$ cat src/rtl/status_if.sv
// Operand, control and status bundle between an ALU datapath and status_unit.
interface status_if #(
    parameter int WIDTH = 8,
    parameter int DEPTH = 4
);
    localparam int CW = $clog2(DEPTH + 1);

    logic [WIDTH-1:0] a;
    logic [WIDTH-1:0] b;
    logic [WIDTH-1:0] result;
    logic [2:0]       op_code;
    logic             flag_we;
    logic             push;
    logic             pop;
    logic             sticky_clr;

    logic             zero;
    logic             carry;
    logic             overflow;
    logic             negative;
    logic             sticky_ov;
    logic             stack_full;
    logic             stack_empty;
    logic             stack_err;
    logic [CW-1:0]    stack_count;

    modport master (
        output a, b, result, op_code, flag_we, push, pop, sticky_clr,
        input  zero, carry, overflow, negative, sticky_ov,
               stack_full, stack_empty, stack_err, stack_count
    );

    modport slave (
        input  a, b, result, op_code, flag_we, push, pop, sticky_clr,
        output zero, carry, overflow, negative, sticky_ov,
               stack_full, stack_empty, stack_err, stack_count
    );
endinterface

$ cat src/rtl/status_unit.sv
// ALU status flag register with sticky overflow and a LIFO flag-save stack.
module status_unit #(
    parameter int WIDTH = 8,
    parameter int DEPTH = 4
) (
    input  logic     clk,
    input  logic     rst_n,
    status_if.slave  bus
);
    localparam int CW = $clog2(DEPTH + 1);
    localparam int IW = (DEPTH > 1) ? $clog2(DEPTH) : 1;

    localparam logic [WIDTH-1:0] MAX_POS  = {1'b0, {(WIDTH-1){1'b1}}};
    localparam logic [WIDTH-1:0] MIN_NEG  = {1'b1, {(WIDTH-1){1'b0}}};
    localparam logic [WIDTH-1:0] ALL_ONES = {WIDTH{1'b1}};
    localparam logic [WIDTH-1:0] ZERO_W   = {WIDTH{1'b0}};
    localparam logic [CW-1:0]    DEPTH_C  = CW'(DEPTH);
    localparam logic [CW-1:0]    ONE_C    = CW'(1);
    localparam logic [CW-1:0]    ZERO_C   = {CW{1'b0}};

    typedef enum logic [2:0] {
        OP_ADD  = 3'b000,
        OP_SUB  = 3'b001,
        OP_INC  = 3'b010,
        OP_DEC  = 3'b011,
        OP_NEG  = 3'b100,
        OP_CMP  = 3'b101,
        OP_PASS = 3'b110,
        OP_NOP  = 3'b111
    } op_e;

    // Flag vector layout is {negative, overflow, carry, zero}.
    logic [3:0]    flags_q, flags_d;
    logic          sticky_q, sticky_d;
    logic          err_q, err_d;
    logic [CW-1:0] count_q, count_d;
    logic [3:0]    stack_q [DEPTH];

    logic [WIDTH:0]   sum_c;
    logic [WIDTH-1:0] diff_c;
    logic             n_c, v_c, c_c, z_c, upd_c;
    logic             full_c, empty_c, push_ok_c, pop_ok_c, load_c;
    logic [CW-1:0]    top_c;
    logic [IW-1:0]    wr_idx_c, rd_idx_c;

    always_comb begin
        sum_c  = {1'b0, bus.a} + {1'b0, bus.b};
        diff_c = bus.a - bus.b;
        n_c    = bus.result[WIDTH-1];
        z_c    = (bus.result == ZERO_W);
        c_c    = flags_q[1];
        v_c    = flags_q[2];
        upd_c  = 1'b1;
        case (op_e'(bus.op_code))
            OP_ADD: begin
                c_c = sum_c[WIDTH];
                v_c = (bus.a[WIDTH-1] == bus.b[WIDTH-1]) &&
                      (bus.result[WIDTH-1] != bus.a[WIDTH-1]);
            end
            OP_SUB: begin
                c_c = (bus.a >= bus.b);
                v_c = (bus.a[WIDTH-1] != bus.b[WIDTH-1]) &&
                      (bus.result[WIDTH-1] != bus.a[WIDTH-1]);
            end
            OP_INC: begin
                c_c = (bus.a == ALL_ONES);
                v_c = (bus.a == MAX_POS);
            end
            OP_DEC: begin
                c_c = (bus.a != ZERO_W);
                v_c = (bus.a == MIN_NEG);
            end
            OP_NEG: begin
                c_c = (bus.a != ZERO_W);
                v_c = (bus.a == MIN_NEG);
            end
            OP_CMP: begin
                c_c = (bus.a >= bus.b);
                v_c = (bus.a[WIDTH-1] != bus.b[WIDTH-1]) &&
                      (diff_c[WIDTH-1] != bus.a[WIDTH-1]);
                z_c = (bus.a == bus.b);
                n_c = diff_c[WIDTH-1];
            end
            OP_PASS: ;
            default: upd_c = 1'b0;
        endcase
    end

    // Any pop request (even a rejected one) suppresses the computed-flag load.
    always_comb begin
        full_c    = (count_q == DEPTH_C);
        empty_c   = (count_q == ZERO_C);
        push_ok_c = bus.push & ~bus.pop & ~full_c;
        pop_ok_c  = bus.pop & ~bus.push & ~empty_c;
        load_c    = bus.flag_we & ~bus.pop & upd_c;
        err_d     = (bus.push & bus.pop) | (bus.push & full_c) | (bus.pop & empty_c);
        top_c     = count_q - ONE_C;
        wr_idx_c  = count_q[IW-1:0];
        rd_idx_c  = top_c[IW-1:0];

        flags_d = flags_q;
        if (pop_ok_c) begin
            flags_d = stack_q[rd_idx_c];
        end else if (load_c) begin
            flags_d = {n_c, v_c, c_c, z_c};
        end

        sticky_d = (load_c & v_c) | (sticky_q & ~bus.sticky_clr);

        count_d = count_q;
        if (push_ok_c) begin
            count_d = count_q + ONE_C;
        end else if (pop_ok_c) begin
            count_d = top_c;
        end
    end

    always_ff @(posedge clk or negedge rst_n) begin
        if (!rst_n) begin
            flags_q  <= 4'b0000;
            sticky_q <= 1'b0;
            err_q    <= 1'b0;
            count_q  <= ZERO_C;
        end else begin
            flags_q  <= flags_d;
            sticky_q <= sticky_d;
            err_q    <= err_d;
            count_q  <= count_d;
        end
    end

    // Stack storage is qualified by count_q, so it needs no reset.
    always_ff @(posedge clk) begin
        if (push_ok_c) begin
            stack_q[wr_idx_c] <= flags_q;
        end
    end

    assign bus.negative    = flags_q[3];
    assign bus.overflow    = flags_q[2];
    assign bus.carry       = flags_q[1];
    assign bus.zero        = flags_q[0];
    assign bus.sticky_ov   = sticky_q;
    assign bus.stack_err   = err_q;
    assign bus.stack_count = count_q;
    assign bus.stack_full  = (count_q == DEPTH_C);
    assign bus.stack_empty = (count_q == ZERO_C);
endmodule

$ cat src/flat_wrapper.sv
// flat-port wrapper written by rule: the top's interface ports become plain ports
module status_unit_flat 
#(
    parameter int WIDTH = 8,
    parameter int DEPTH = 4
)
  (clk, rst_n, bus_a, bus_b, bus_result, bus_op_code, bus_flag_we, bus_push, bus_pop, bus_sticky_clr, bus_zero, bus_carry, bus_overflow, bus_negative, bus_sticky_ov, bus_stack_full, bus_stack_empty, bus_stack_err, bus_stack_count);
  status_if #(.WIDTH(WIDTH), .DEPTH(DEPTH)) bus_i ();
  input  logic clk;
  input  logic rst_n;
  input wire logic [$bits(bus_i.a)-1:0] bus_a;
  input wire logic [$bits(bus_i.b)-1:0] bus_b;
  input wire logic [$bits(bus_i.result)-1:0] bus_result;
  input wire logic [$bits(bus_i.op_code)-1:0] bus_op_code;
  input wire logic [$bits(bus_i.flag_we)-1:0] bus_flag_we;
  input wire logic [$bits(bus_i.push)-1:0] bus_push;
  input wire logic [$bits(bus_i.pop)-1:0] bus_pop;
  input wire logic [$bits(bus_i.sticky_clr)-1:0] bus_sticky_clr;
  output wire logic [$bits(bus_i.zero)-1:0] bus_zero;
  output wire logic [$bits(bus_i.carry)-1:0] bus_carry;
  output wire logic [$bits(bus_i.overflow)-1:0] bus_overflow;
  output wire logic [$bits(bus_i.negative)-1:0] bus_negative;
  output wire logic [$bits(bus_i.sticky_ov)-1:0] bus_sticky_ov;
  output wire logic [$bits(bus_i.stack_full)-1:0] bus_stack_full;
  output wire logic [$bits(bus_i.stack_empty)-1:0] bus_stack_empty;
  output wire logic [$bits(bus_i.stack_err)-1:0] bus_stack_err;
  output wire logic [$bits(bus_i.stack_count)-1:0] bus_stack_count;
  assign bus_i.a = bus_a;
  assign bus_i.b = bus_b;
  assign bus_i.result = bus_result;
  assign bus_i.op_code = bus_op_code;
  assign bus_i.flag_we = bus_flag_we;
  assign bus_i.push = bus_push;
  assign bus_i.pop = bus_pop;
  assign bus_i.sticky_clr = bus_sticky_clr;
  assign bus_zero = bus_i.zero;
  assign bus_carry = bus_i.carry;
  assign bus_overflow = bus_i.overflow;
  assign bus_negative = bus_i.negative;
  assign bus_sticky_ov = bus_i.sticky_ov;
  assign bus_stack_full = bus_i.stack_full;
  assign bus_stack_empty = bus_i.stack_empty;
  assign bus_stack_err = bus_i.stack_err;
  assign bus_stack_count = bus_i.stack_count;
  status_unit #(.WIDTH(WIDTH), .DEPTH(DEPTH)) u_core (.clk(clk), .rst_n(rst_n), .bus(bus_i));
endmodule
$ cat config.mk
export PLATFORM = sky130hd
export DESIGN_NAME = status_unit_flat
export DESIGN_NICKNAME = d
export VERILOG_FILES = /design/src/rtl/status_if.sv /design/src/rtl/status_unit.sv /design/src/flat_wrapper.sv
export SDC_FILE = /design/constraint.sdc
export NUM_CORES = 1
export LEC_CHECK = 0
export ABC_AREA = 1
export CAP_MARGIN = 5
export CORE_MARGIN = 2
export CORE_UTILIZATION = 40
export CTS_CLUSTER_SIZE = 10
export DETAILED_ROUTE_END_ITERATION = 12
export PLACE_DENSITY_LB_ADDON = 0.1
export RECOVER_POWER = 100
export SYNTH_ARGS = -nofsm -noshare
export SYNTH_HDL_FRONTEND = slang
export SYNTH_SLANG_ARGS = --single-unit
$ cat constraint.sdc
create_clock -name clk -period 2.7 [get_ports clk]
set_clock_uncertainty 0.05 [all_clocks]
set_input_delay 0.81 -clock clk [delete_from_list [all_inputs] [get_ports clk]]
set_output_delay 0.81 -clock clk [all_outputs]
set_load 0.005 [all_outputs]
==> impl_metrics.csv, run 1 <==
group,metric,value,unit
global_routing,antenna_found_initial,0,
floorplan,fp.dieH,72.2,µm
yosys,synthesis.area,1860,µm²
power_and_ir_drop,p_per_area,631,nW/µm²
floorplan,initial_utilization,42.1,%
power_and_ir_drop,power.net_switching,0.583,mW
sta,tightest_slew,0.549,ns
clocking,clock_sinks,25,
global_routing,grt_max_degree,15,
drt,wl_per_cell,11.8,µm
sta,rsz0062_at_grt,"no",
floorplan,core,4410,µm²
power_and_ir_drop,peakVddDrop,0.000227,V
status,status,"finished clean",
yosys,synth_area_per_cell,7.81,µm²
floorplan,die_w,72.2,µm
placement,dp_hpwl,3440,µm
drt,dr.pass1.iters,4,
final_layout,area_delta_synth_final,34.9,%
setup_path,critPathCaptureType,"output pin",
power_and_ir_drop,pwr-share-comb,48.2,%
global_routing,grt.total_usage,16.6,%
yosys,yosys_warnings,0,
sta,final_max_slew_viol_count,0,
clocking,cts_tree,"done",
power_and_ir_drop,p_clk_share,13.7,%
setup_path,arrival,1.73,ns
sta,setup_viol,0,
drt,route.detailed.drc,0,
floorplan,io_pins,44,
setup_path,critPathMaxFanout,3,
drt,num_vias,1693,
global_routing,grt_overflow_total,0,
floorplan,rows,24,
global_routing,grt_util_met3,1.25,%
yosys,synth.ff_latch_count,25,
drt,drt_iter0_markers,114,
power_and_ir_drop,p_leak,1.20,nW
global_routing,top_usage_layer,"met2",
final_layout,instances_no_fill,352,
drt,viasPerCell,4.81,
sta,fin_setup_tns,0,ns
final_layout,num_antenna_cells,0,
setup_path,start_kind,"flip-flop",
yosys,synth_nets,293,
yosys,ys_types,30,
sta,slew_headroom,63.4,%
global_routing,met1_usage,22.0,%
yosys,netlist_instances,238,
power_and_ir_drop,p_int,0.999,mW
sta,hold_slack,0.442,ns
global_routing,grt_pass1_vias,1584,
clocking,ctsHoldBuffers,0,
yosys,yosysSeqAreaShare,38.0,%
setup_path,critPathRequiredTime,1.84,ns
drt,ant_nets,0,
sta,post-route-min-period,2.59,ns
clocking,clk_latency,0.27,ns
sta,hold_violations,0,
yosys,synth_top_area_cell,"edfxtp_1",
clocking,numCtsBuffers,3,
placement,io_buffer_count,43,
drt,finalWirelength,4170,µm
sta,max_freq,0.386,GHz
power_and_ir_drop,swShare,36.8,%
job,max_cap_viol_count,0,
worst_hold_path,hp-class,"reg2reg",
final_layout,drive_above_1_share,10.7,%
yosys,synth_top_area_share,25.8,%
placement,routabilityCongestion,0.895,
sta,finalCritPeriodShare,95.9,%
clocking,clk_pin_slew,0.09,ns
global_routing,grt_pass1_wl,6840,µm
clocking,root_buffer,"clkbuf_8",
global_routing,grt_use_met2,28.6,%
power_and_ir_drop,p_seq_share,38.0,%
final_layout,nets,356,
yosys,synth_area_leaders,"edfxtp_1 26%, ha_1 15%, dfrtp_1 12%, nand2_1 10%, inv_1 8.1%",
floorplan,dieArea,5210,µm²
setup_path,critPathKind,"reg2out",
clocking,clockBufferDepth,2,
clocking,htreeDepth,1,
placement,dp.cells,347,
## through the flow
| step | util (%) | instance area [µm²] | worst slack, ns | power (mW) |
|---|---|---|---|---|
| after detailed placement | 55.8 | 2460 | -0.0178 | 1.38 |
| after global placement | 55.8 | 2460 | 0.0121 | 1.38 |
| final | 56.8 | 2510 | 0.111 | 1.58 |
| after CTS | 56.9 | 2510 | 0.0571 | 1.60 |
| after floorplan | - | 1860 | 0.425 | 1.01 |
| after global routing | 56.8 | 2510 | 0.0101 | 1.71 |
## state kept, by name, summed over array words and instances, names as in the netlist
signal / flops
u_core.bus.stack_count: 3
u_core.flags_q: 4
u_core.bus.sticky_ov: 1
u_core.stack_q: 16
u_core.bus.stack_err: 1
## cell families (layout without fill, tap and decap cells)
logic type,count (synthesis),count (layout),share of synthesized area [%]
and+or+nand+nor,105,105,24.7
buffers and inverters,48,110,9.82
AOI/OAI and AO/OA,36,36,11.8
DFF,25,25,38.0
adders and majority gates,22,22,14.8
xor gates and xnor gates,2,2,0.942
## Yosys cell counts
| library cell | count |
|---|---|
| nor3_2 | 1 |
| o21ai_0 | 9 |
| nand3_2 | 1 |
| ha_1 | 22 |
| nor2_2 | 2 |
| inv_1 | 40 |
| clkinv_1 | 1 |
| o21ai_2 | 2 |
| edfxtp_1 | 16 |
| o22ai_1 | 1 |
| a221o_1 | 3 |
| nand2_2 | 1 |
| nand3_1 | 13 |
| a31oi_1 | 1 |
| o21bai_1 | 1 |
| dfrtp_1 | 9 |
| a32oi_1 | 1 |
| nor2_1 | 24 |
| xor2_1 | 2 |
| buf_2 | 2 |
| nand4_1 | 4 |
| o21ai_1 | 1 |
| a21oi_1 | 15 |
| nor2_4 | 1 |
| nor3_1 | 3 |
| nor4_1 | 3 |
| o221ai_1 | 1 |
| inv_2 | 5 |
| a211o_1 | 1 |
| nand2_1 | 52 |
## power by group through the flow
stage | Sequential (mW) | Combinational (mW) | Clock, mW
after CTS | 0.607 | 0.774 | 0.218
final | 0.602 | 0.763 | 0.218
after detailed placement | 0.614 | 0.768 | 0
after global routing | 0.616 | 0.862 | 0.234
after global placement | 0.611 | 0.770 | 0
after floorplan | 0.601 | 0.412 | 0
## final cells by class
| class | count | area, µm² |
|---|---|---|
| Fill cell | 417 | 1910 |
| Multi-Input combinational cell | 165 | 971 |
| Sequential cell | 25 | 706 |
| Timing Repair Buffer | 60 | 547 |
| Inverter | 46 | 173 |
| Tap cell | 52 | 65.1 |
| Clock buffer | 3 | 41.3 |
| Clock inverter | 1 | 5.00 |
## critical path, cell delays in order, from the launching register on
cell	delay (ns)
dfrtp_1	0.42
inv_1	0.11
ha_2	0.21
ha_2	0.21
clkdlybuf4s50_1	0.51
## placed cells by master (no fill, tap or decap), types with 4 or more instances in the layout
| cell | count |
|---|---|
| a21oi_1 | 15 |
| clkdlybuf4s50_1 | 34 |
| dfrtp_1 | 9 |
| inv_2 | 5 |
| dlygate4sd3_1 | 9 |
| nand4_1 | 4 |
| nand3_1 | 14 |
| ha_1 | 19 |
| o21ai_0 | 9 |
| nor2_1 | 24 |
| nand2_1 | 53 |
| buf_4 | 12 |
| inv_1 | 40 |
| edfxtp_1 | 16 |
## worst paths after layout
check                                          start                        end  slack [ns]  cells after the start
max reg2reg                u_core.bus.stack_count[1]       u_core.stack_q[2][1]        0.60                      7
max in group asynchronous                      rst_n          u_core.flags_q[0]        1.43                      1
min                             u_core.bus.sticky_ov       u_core.bus.sticky_ov        0.44                      2
min reg2reg                     u_core.bus.sticky_ov       u_core.bus.sticky_ov        0.44                      2
min in group asynchronous                      rst_n  u_core.bus.stack_count[2]        0.86                      1
max                        u_core.bus.stack_count[1]            bus_stack_empty        0.11                      4
## what timing repair did
item,4_1_cts,5_1_grt
setup buffers,0,1
resized for setup,0,3
endpoints found under the setup margin,0,2
endpoints found under the hold margin,0,0
## layer usage
layer,vias to the layer above,routed length (µm)
met1,743,1920
met2,35,2070
li1,908,-
met5,-,0
met4,0,57
met3,7,112
No activity file was read; power rests on OpenSTA's default activity.
==> run 2, diff against run 1 <==
CORE_UTILIZATION = 29   (was 40)
MAX_ROUTING_LAYER = met4   (was unset)
==> run 2 against run 1 <==
  * Sequential share of layout area down 0.15 points
  * Power down 0.57%
  * Non-clock buffer count fell by 2
  * First-iteration DRC count decreased by 47%
  * Fmax hardly changed
  * Largest cell class unchanged
==> impl_metrics.csv, run 2 (synthesis gave the netlist of run 1 again) <==
group,metric,value,unit
status,status,"finished clean",
final_layout,num_antenna_cells,0,
clocking,root_buffer,"clkbuf_8",
sta,rsz0062_at_grt,"no",
power_and_ir_drop,p_per_area,624,nW/µm²
global_routing,grt_pass1_vias,1643,
global_routing,grt_max_degree,14,
clocking,cts_tree,"done",
sta,tightest_slew,0.542,ns
placement,io_buffer_count,43,
setup_path,critPathMaxFanout,4,
final_layout,instances_no_fill,375,
final_layout,top_register,"u_core.stack_q",
setup_path,r2r_slack,0.49,ns
job,max_cap_viol_count,0,
final_layout,final_common_cell,"nand2_1",
setup_path,cpMaxStageDelayCell,"clkdlybuf4s50_1",
setup_path,critPathKind,"reg2out",
global_routing,grt.total_usage,13.8,%
floorplan,die_w,84.1,µm
floorplan,io_pins,44,
drt,num_vias,1669,
power_and_ir_drop,p_leak,1.19,nW
sta,setup_viol,0,
setup_path,critPathCaptureType,"output pin",
worst_hold_path,min_from,"u_core.bus.sticky_ov",
drt,drt_iter0_markers,60,
placement,routabilityCongestion,0.846,
final_layout,drive_above_1_share,9.73,%
setup_path,r2r-start,"u_core.bus.stack_count[1]",
sta,fin_ws,0.112,ns
clocking,htreeDepth,1,
final_layout,seq_area,706,µm²
clocking,clk_latency,0.26,ns
floorplan,rows,29,
worst_hold_path,min_delay_path_depth,2,
floorplan,core,6280,µm²
placement,dp.cells,371,
setup_path,r2r_cells,7,
final_layout,final_cell_mix,"52 x nand2_1, 40 x inv_1, 32 x clkdlybuf4s50_1, 24 x nor2_1, 19 x ha_1",
floorplan,fp.dieH,84.1,µm
drt,finalWirelength,4470,µm
drt,viasPerCell,4.45,
placement,dp_slack,-0.0197,ns
final_layout,largest_reg_flops,16,
sta,max_freq,0.386,GHz
global_routing,antenna_found_initial,0,
final_layout,nets,354,
setup_path,cp_cell_sequence,"inv_1, ha_2, ha_2, clkdlybuf4s50_1",
clocking,post_cts_buffers,0,
sta,slew_headroom,63.9,%
final_layout,fin_util,40.2,%
final_layout,multi_input_area,973,µm²
sta,finalCritPeriodShare,95.8,%
setup_path,cp_top_family,"buffers and inverters",
clocking,numCtsBuffers,3,
power_and_ir_drop,finalPower,1.57,mW
floorplan,dieArea,7070,µm²
sta,final_max_slew_viol_count,0,
setup_path,critPathRequiredTime,1.84,ns
setup_path,cp_common_cell,"ha_2",
sta,hold_violations,0,
drt,route.detailed.drc,0,
worst_hold_path,min_to,"u_core.bus.sticky_ov",
clocking,clock_sinks,25,
drt,wl_per_cell,11.9,µm
worst_hold_path,hp-class,"reg2reg",
sta,post-route-min-period,2.59,ns
final_layout,fill_cells,675,
setup_path,slowest_delay,0.50,ns
drt,ant_nets,0,
floorplan,initial_utilization,29.6,%
setup_path,arrival,1.73,ns
global_routing,grt_pass1_wl,7750,µm
clocking,clk_pin_slew,0.09,ns
sta,hold_slack,0.446,ns
setup_path,critPathBufInv,2,
setup_path,start_kind,"flip-flop",
global_routing,grt_overflow_total,0,
clocking,clockBufferDepth,2,
power_and_ir_drop,peakVddDrop,0.000422,V
placement,dp_hpwl,3740,µm
drt,dr.pass1.iters,4,
final_layout,area_delta_synth_final,35.6,%
setup_path,r2r-end,"u_core.stack_q[0][3]",
run 2: changes by cell type in the layout (fill, tap and decap cells not counted), sizes merged:
| cell | before | now |
|---|---|---|
| buf | 12 | 11 |
| clkinv | 2 | 1 |
| dlygate4sd3 | 9 | 11 |
| clkdlybuf4s50 | 34 | 32 |
run 2: repair_timing:
item / CTS / global route
resized for setup: 0 / 3
hold buffers: 0 / 0
hold endpoints to repair: 0 / 0
setup endpoints to repair: 0 / 2
run 2: worst max path at each step:
stage / from / to / depth (start not counted)
4_1_cts: u_core.bus.stack_count[1] / bus_stack_empty / 4
2_1_floorplan: u_core.bus.stack_count[0] / u_core.stack_q[0][0] / 7
3_3_place_gp: bus_b[6] / u_core.bus.sticky_ov / 15
3_5_place_dp: bus_b[6] / u_core.bus.sticky_ov / 15
5_1_grt: u_core.bus.stack_count[1] / bus_stack_empty / 4
6_report: u_core.bus.stack_count[1] / bus_stack_full / 4
run 2: metrics by stage:
| stage | TNS [ns] | area, µm² |
|---|---|---|
| finish | 0 | 2520 |
| global route | 0 | 2520 |
| CTS | 0 | 2530 |
| detailed placement | -0.0388 | 2490 |
| global placement | -0.00255 | 2490 |
| floorplan | 0 | 1860 |
run 2: area by class of cell:
class / instances / share of cell area, %
Sequential cell: 25 / 28.0
Clock buffer: 4 / 1.79
Timing Repair Buffer: 58 / 20.9
Tap cell: 77 / 3.82
Inverter: 46 / 6.85
Multi-Input combinational cell: 165 / 38.6
run 2: worst reg2reg max path, delay by kind of cell, from the launching register on:
kind / cells / cell delay [ns]
AND/OR/NAND/NOR: 2 / 0.48
adder cells (fa/ha/maj): 2 / 0.40
buffers and inverters: 3 / 0.54
flip-flops: 1 / 0.41
run 2: where the power goes:
part / internal [mW] / switching, mW
Clock: 0.105 / 0.114
Combinational: 0.353 / 0.398
Sequential: 0.531 / 0.0714
Total: 0.989 / 0.584
run 2: per-layer routing:
layer / wire, µm / up-vias / GRT usage, %
met5: 0 / - / -
met1: 2060 / 748 / 17.4
li1: - / 903 / -
met3: 66 / 2 / 1.19
met4: 27 / 0 / 3.08
met2: 2320 / 16 / 24.0
